`src/rtl/sr_ff_bank.sv`:
```
// sr_ff_bank: a bank of WIDTH independent, edge-triggered SR flip-flops.
// Each channel resolves S=R=1 according to a shared MODE (hold, set-dominant,
// reset-dominant or toggle). A registered CONFLICT flag reports whether the
// previous enabled edge saw S&R on any channel, and CONF_CNT counts such
// edges, saturating at its maximum value.
module sr_ff_bank #(
  parameter int unsigned          WIDTH   = 8,
  parameter int unsigned          CNT_W   = 8,
  parameter logic [WIDTH-1:0]     RST_VAL = {WIDTH{1'b0}}
) (
  input  logic             CLK,
  input  logic             RST,
  input  logic             EN,
  input  logic [WIDTH-1:0] S,
  input  logic [WIDTH-1:0] R,
  input  logic [1:0]       MODE,
  input  logic             CLR_CNT,
  output logic [WIDTH-1:0] Q,
  output logic [WIDTH-1:0] Qbar,
  output logic             CONFLICT,
  output logic [CNT_W-1:0] CONF_CNT
);

  // Conflict resolution encodings for MODE.
  localparam logic [1:0] MODE_HOLD   = 2'b00;
  localparam logic [1:0] MODE_SET    = 2'b01;
  localparam logic [1:0] MODE_RESET  = 2'b10;
  localparam logic [1:0] MODE_TOGGLE = 2'b11;

  localparam logic [CNT_W-1:0] CNT_MAX = {CNT_W{1'b1}};
  localparam logic [CNT_W-1:0] CNT_ONE = {{(CNT_W-1){1'b0}}, 1'b1};

  logic [WIDTH-1:0] q_q;
  logic [WIDTH-1:0] q_d;
  logic             conflict_q;
  logic             conflict_d;
  logic [CNT_W-1:0] cnt_q;
  logic [CNT_W-1:0] cnt_d;

  logic [WIDTH-1:0] both_on;
  logic             any_conflict;

  assign both_on      = S & R;
  assign any_conflict = |both_on;

  // Per-channel next state; channels are resolved independently bit by bit.
  always_comb begin
    q_d = q_q;
    if (EN) begin
      for (int i = 0; i < int'(WIDTH); i++) begin
        unique case ({S[i], R[i]})
          2'b00: q_d[i] = q_q[i];
          2'b01: q_d[i] = 1'b0;
          2'b10: q_d[i] = 1'b1;
          default: begin
            unique case (MODE)
              MODE_HOLD:   q_d[i] = q_q[i];
              MODE_SET:    q_d[i] = 1'b1;
              MODE_RESET:  q_d[i] = 1'b0;
              MODE_TOGGLE: q_d[i] = ~q_q[i];
              default:     q_d[i] = q_q[i];
            endcase
          end
        endcase
      end
    end
  end

  // Conflict flag reflects only the most recent edge; a disabled edge clears it.
  always_comb begin
    conflict_d = EN & any_conflict;
  end

  // Saturating conflict counter; clear overrides any increment and ignores EN.
  always_comb begin
    cnt_d = cnt_q;
    if (CLR_CNT) begin
      cnt_d = '0;
    end else if (EN && any_conflict && (cnt_q != CNT_MAX)) begin
      cnt_d = cnt_q + CNT_ONE;
    end
  end

  // State registers with synchronous reset that overrides every other input.
  always_ff @(posedge CLK) begin
    if (RST) begin
      q_q        <= RST_VAL;
      conflict_q <= 1'b0;
      cnt_q      <= '0;
    end else begin
      q_q        <= q_d;
      conflict_q <= conflict_d;
      cnt_q      <= cnt_d;
    end
  end

  // Qbar is derived from the same register so it can never equal Q.
  assign Q        = q_q;
  assign Qbar     = ~q_q;
  assign CONFLICT = conflict_q;
  assign CONF_CNT = cnt_q;

endmodule

```
`config.mk`:
```
export PLATFORM = sky130hd
export DESIGN_NAME = sr_ff_bank
export DESIGN_NICKNAME = d
export VERILOG_FILES = /design/src/rtl/sr_ff_bank.sv
export SDC_FILE = /design/constraint.sdc
export NUM_CORES = 1
export LEC_CHECK = 0
export CAP_MARGIN = 5
export CORE_MARGIN = 1.5
export CORE_UTILIZATION = 48
export DETAILED_ROUTE_END_ITERATION = 10
export GPL_TIMING_DRIVEN = 0
export PLACE_DENSITY = 0.85
export SYNTH_ARGS = -nofsm -noshare
export SYNTH_HDL_FRONTEND = slang
export SYNTH_SLANG_ARGS = --single-unit
```
`constraint.sdc`:
```
create_clock -name CLK -period 3.2 [get_ports CLK]
set_clock_uncertainty 0.15 [all_clocks]
set_input_delay 0.96 -clock CLK [delete_from_list [all_inputs] [get_ports CLK]]
set_output_delay 0.96 -clock CLK [all_outputs]
set_load 0.01 [all_outputs]
```
---- Yosys cells after proc, flatten, opt, wreduce, memory -nomap -nowiden ----
Cells that the tools add are included.
Widths: inputs -> output; s select.
word-level totals
  output and inout port bits .............. 25
  logic and storage cells ................. 95
  bits of input ports ..................... 22
  register bits ........................... 17
operators by class
  mux-type cells .......................... 16
  add/sub/neg operators ................... 1
  equal/unequal tests ..................... 28
  reductions and logical operators ........ 21
  bitwise operators ....................... 19
operators with widths
  kind                 number
  $pmux 1 s3           16
  $ne 3x1->1 const B   8
  $reduce_and 3->1     8
  $eq 2x2->1 const B   10
  $eq 2x1->1 const B   9
  $logic_not 2->1      9
  $not 1->1            16
  $add 8x1->8 const B  1
  $and 8x8->8          1
  $ne 8x8->1 const B   1
  $not 8->8            1
  $reduce_or 8->1      1
  $logic_and 1x1->1    2
  $reduce_or 2->1      1
  $and 1x1->1          1

---- Logic depth before layout (Yosys ltp) ----
Gate-level depths: netlist (run 1).
  word-level depth ........................ 4
  mapped depth ............................ 6
  gate-level depth less buffers ........... 6

---- Least setup slack after synthesis (run 1) ----
Ideal clock, no wire load.
  path kind ............................... input port to flip-flop
  start ................................... input port R[4]
  end ..................................... register cnt_q[4] (netlist: CONF_CNT[4])
  path slack .............................. 0.734 ns
  path buffers ............................ 1
  required time ........................... 2.935 ns
  arrival ................................. 2.201 ns
  stages .................................. 6
  library setup time ...................... 0.115 ns
  cells stage by stage .................... ha_1 -> or4_4 -> o21ai_2 -> buf_6 -> nor4_1 -> o21a_1
between the ends
  word-level cells in the longest chain between the ends .. 4
ends and longest elaborated chain
  item                             RTL line  source
  start, declared                  15        input logic [WIDTH-1:0] R,
  $and 8x8->8                      43        assign both_on = S & R;
  $reduce_or 8->1                  44        assign any_conflict = |both_on;
  $logic_and 1x1->1 (2 in series)  79        end else if (EN && any_conflict && (cnt_q != CNT_MAX)) begin
  end signal, assigned             93        cnt_q <= cnt_d;
  end, declared                    37        logic [CNT_W-1:0] cnt_q;
No other way between the ends.
A chain may end at the register's enable or synchronous reset.

---- Worst setup path after layout (run 1) ----
  start ................................... input port S[4]
  end ..................................... register cnt_q[2] (netlist: CONF_CNT[2])
between the ends
  word-level cells in the longest chain between the ends .. 4
ends and longest elaborated chain
  item                             RTL line  source
  start, declared                  14        input logic [WIDTH-1:0] S,
  $and 8x8->8                      43
  $reduce_or 8->1                  44
  $logic_and 1x1->1 (2 in series)  79
No other way between the ends.

==> impl_metrics.json, run 1 <==
{
  "fin_crit_ns": 2.76,
  "wl_mm": 3.14,
  "slew-limit-headroom_pct": 67.9,
  "setup_violations": 0,
  "seqCellArea_um2": 340,
  "num_io_pins": 47,
  "required_ns": 3.26,
  "track_usage_pct": 23.3,
  "crit_path_max_incr_delay_ns": 0.53,
  "stdcell_count": 240,
  "area_delta_synth_final_pct": 41.1,
  "criticalPathCategory": "in -> reg",
  "cts_buffers": 3,
  "final_cell_mix": "clkdlybuf4s50_1 (46), inv_1 (19), ha_1 (19)",
  "gp_congestion": 0.816,
  "antenna_found_initial": 0,
  "layout.nets": 252,
  "ys_warn_count": 0,
  "pre_cts_slack_ns": 0.133,
  "cts_buffer_depth": 2,
  "root_buffer": "clkbuf_4",
  "r2r_slack_ns": 1.52,
  "whs_endpoint": "CONF_CNT[6]$_SDFFE_PP0P_",
  "synth_top_cell_area_share_pct": 26.6,
  "cts_hold_buf": 0,
  "die_w_um": 54.6,
  "cts_max_level": 1,
  "syn_nets": 201,
  "fillers": 188,
  "r2r_end": "CONF_CNT[2]$_SDFFE_PP0P_",
  "drt-wirelength-per-cell_um": 13.1,
  "start_kind": "input pin",
  "multi_input_area_um2": 842,
  "hold_path.class": "reg -> reg",
  "fin_crit_sh_pct": 86.1,
  "post_cts_buffers": 0,
  "max_cap_violations": 0,
  "dieArea_um2": 2990,
  "hold_viol": 0,
  "grt_start_max_net_pins": 11,
  "critical_path_arrival_ns": 2.81,
  "ys_ff_latch": 17,
  "grt_overflow": 0,
  "cts_sinks": 17,
  "drtIter0Drc": 58,
  "dp_hpwl_mm": 2.43,
  "layout-drive-gt1-share_pct": 5.24,
  "setup_ws_ns": 0.444,
  "synth-seq-area-share_pct": 26.6,
  "outcome": "completed",
  "tightestPinTransition_ns": 0.480,
  "r2r-start": "CONF_CNT[0]$_SDFFE_PP0P_",
  "powerDensity_nw_per_um2": 289,
  "leakage_uw": 0.000732,
  "initial_core_util_pct": 51.2,
  "max_clock_freq_mhz": 363,
  "syn_area_um2": 1280,
  "ant_nets": 0,
  "portBuffers": 46,
  "placedCellCount": 236,
  "vdd_drop_max_v": 0.000282,
  "placementRows": 18,
  "path_cells": "clkdlybuf4s50_1 > ha_1 > or4_4 > o21ai_2 > buf_6 > o311ai_0 > o41ai_1",
  "cts_tree": "done",
  "die-height_um": 54.6,
  "drv_slew": 0,
  "drc": 0,
  "cp-end-kind": "flop",
  "synth.distinct_cells": 32,
  "hold_depth": 1,
  "worstSkewPairLatency_ns": 0.30,
  "cts_resized": 0,
  "avgSynthCellArea_um2": 8.00,
  "min-delay-start": "CONF_CNT[6]$_SDFFE_PP0P_",
  "crit_slowest_cell": "or4_4",
  "tns_ns": 0,
  "layout_commonest_cell": "clkdlybuf4s50_1",
  "cp_max_fo": 10,
  "vias": 1291,
  "rsz0062_at_grt": "false",
  "clkTransAtPathRegs_ns": 0.11,
  "vias_per_cell": 5.38,
  "reg2reg_depth": 5,
  "synth_top_area_cell": "dfxtp_1",
  "grt_pass1_wl_mm": 5.08,
  "drt_pass1_iterations": 4,
  "grt_pass1_vias": 1258,
  "num_antenna_cells": 0,
  "netlist_instances": 160,
  "core-area_um2": 2500,
  "synthTopCellsByArea": "dfxtp_1 (27%), ha_1 (19%), mux2i_1 (7.0%)"
}
## cells in the mapped netlist (all sizes together)
library cell	number
ha	19
inv	19
dfxtp	17
nor2	17
a21oi	11
o21ai	11
mux2i	9
nor3	7
a31oi	6
nand2b	6
nand2	5
nand3	5
clkbuf	3
nor4	3
or4	3
a221oi	2
buf	2
nor2b	2
o21a	2
or2	2
or3	2
a211oi	1
and4	1
nand4	1
o311ai	1
o31a	1
o31ai	1
o41ai	1
## routing by layer
metal	GRT usage [%]	wire length, um
met5	0	0
met3	3.01	157
met1	26.7	1400
met4	9.58	34
met2	42.9	1540
## how the worst max path moves through the flow
stage,start,end,slack [ns],cells after the start
floorplan,R[4],CONF_CNT[4]$_SDFFE_PP0P_,0.73,6
global placement,S[1],CONF_CNT[4]$_SDFFE_PP0P_,0.18,7
detailed placement,S[4],CONF_CNT[4]$_SDFFE_PP0P_,0.13,7
CTS,R[3],CONF_CNT[2]$_SDFFE_PP0P_,0.44,7
finish,S[4],CONF_CNT[2]$_SDFFE_PP0P_,0.44,7
global route,R[3],CONF_CNT[0]$_SDFFE_PP0P_,0.37,7
## area by class of cell
class | instances | area share [%]
multi-input combinational | 119 | 46.6
timing repair buffer | 46 | 25.5
sequential | 17 | 18.8
inverter | 19 | 3.95
tap | 30 | 2.08
buffer | 5 | 1.46
clock buffer | 3 | 1.25
clock inverter | 1 | 0.277
## where the power goes
part           switching (uW)  internal (uW)  total [uW]
logic                    78.2           93.7         172
registers                8.44            222         230
clock network            73.0           46.5         119
total                     160            362         522
## worst max-delay path: cells and delay by family
| kind | cells | cell delay, ns |
|---|---|---|
| simple gates | 1 | 0.53 |
| buf+inv | 2 | 0.65 |
| fa+ha+maj | 1 | 0.21 |
| compound gates | 3 | 0.45 |
## flip-flops by register name, summed over array words and instances (netlist names)
register	count
CONF_CNT	8
Q	8
CONFLICT	1
## metrics by stage
stage	total power, uW	utilization [%]	cell area (um^2)	hold slack (ns)
after floorplan	318	-	1280	0.360
after global placement	399	71.1	1780	0.345
after detailed placement	406	71.1	1780	0.363
after CTS	524	72.2	1810	0.381
after global routing	558	72.2	1810	0.395
final	522	72.2	1810	0.380
## kinds of logic (layout without fill, tap and decap cells)
| group | count (synthesis) | count (layout) | share of synthesized area, % |
|---|---|---|---|
| and+or+nand+nor | 54 | 54 | 22.2 |
| buffers and inverters | 24 | 74 | 7.62 |
| muxes | 9 | 9 | 7.04 |
| AOI/OAI and AO/OA | 37 | 37 | 18.0 |
| DFF | 17 | 17 | 26.6 |
| adders and majority gates | 19 | 19 | 18.6 |
(Power assumes the default switching activity.)
==> run 2: changes to the inputs <==
--- a/config.mk
+++ b/config.mk
@@ -10,6 +10,7 @@
 export CORE_UTILIZATION = 48
 export DETAILED_ROUTE_END_ITERATION = 10
 export GPL_TIMING_DRIVEN = 0
+export HOLD_SLACK_MARGIN = 0.15
 export PLACE_DENSITY = 0.85
 export SYNTH_ARGS = -nofsm -noshare
 export SYNTH_HDL_FRONTEND = slang
==> results of run 2 <==
The final DEF is identical to that of run 1; final timing and power are the same.
==> run 3: changes to the inputs <==
--- a/config.mk
+++ b/config.mk
@@ -5,7 +5,7 @@
 export SDC_FILE = /design/constraint.sdc
 export NUM_CORES = 1
 export LEC_CHECK = 0
-export CAP_MARGIN = 5
+export CAP_MARGIN = 20
 export CORE_MARGIN = 1.5
 export CORE_UTILIZATION = 48
 export DETAILED_ROUTE_END_ITERATION = 10
@@ -15,3 +15,4 @@
 export SYNTH_ARGS = -nofsm -noshare
 export SYNTH_HDL_FRONTEND = slang
 export SYNTH_SLANG_ARGS = --single-unit
+export TNS_END_PERCENT = 5
==> results of run 3 <==
The final DEF is identical to that of run 1; final timing and power are the same.
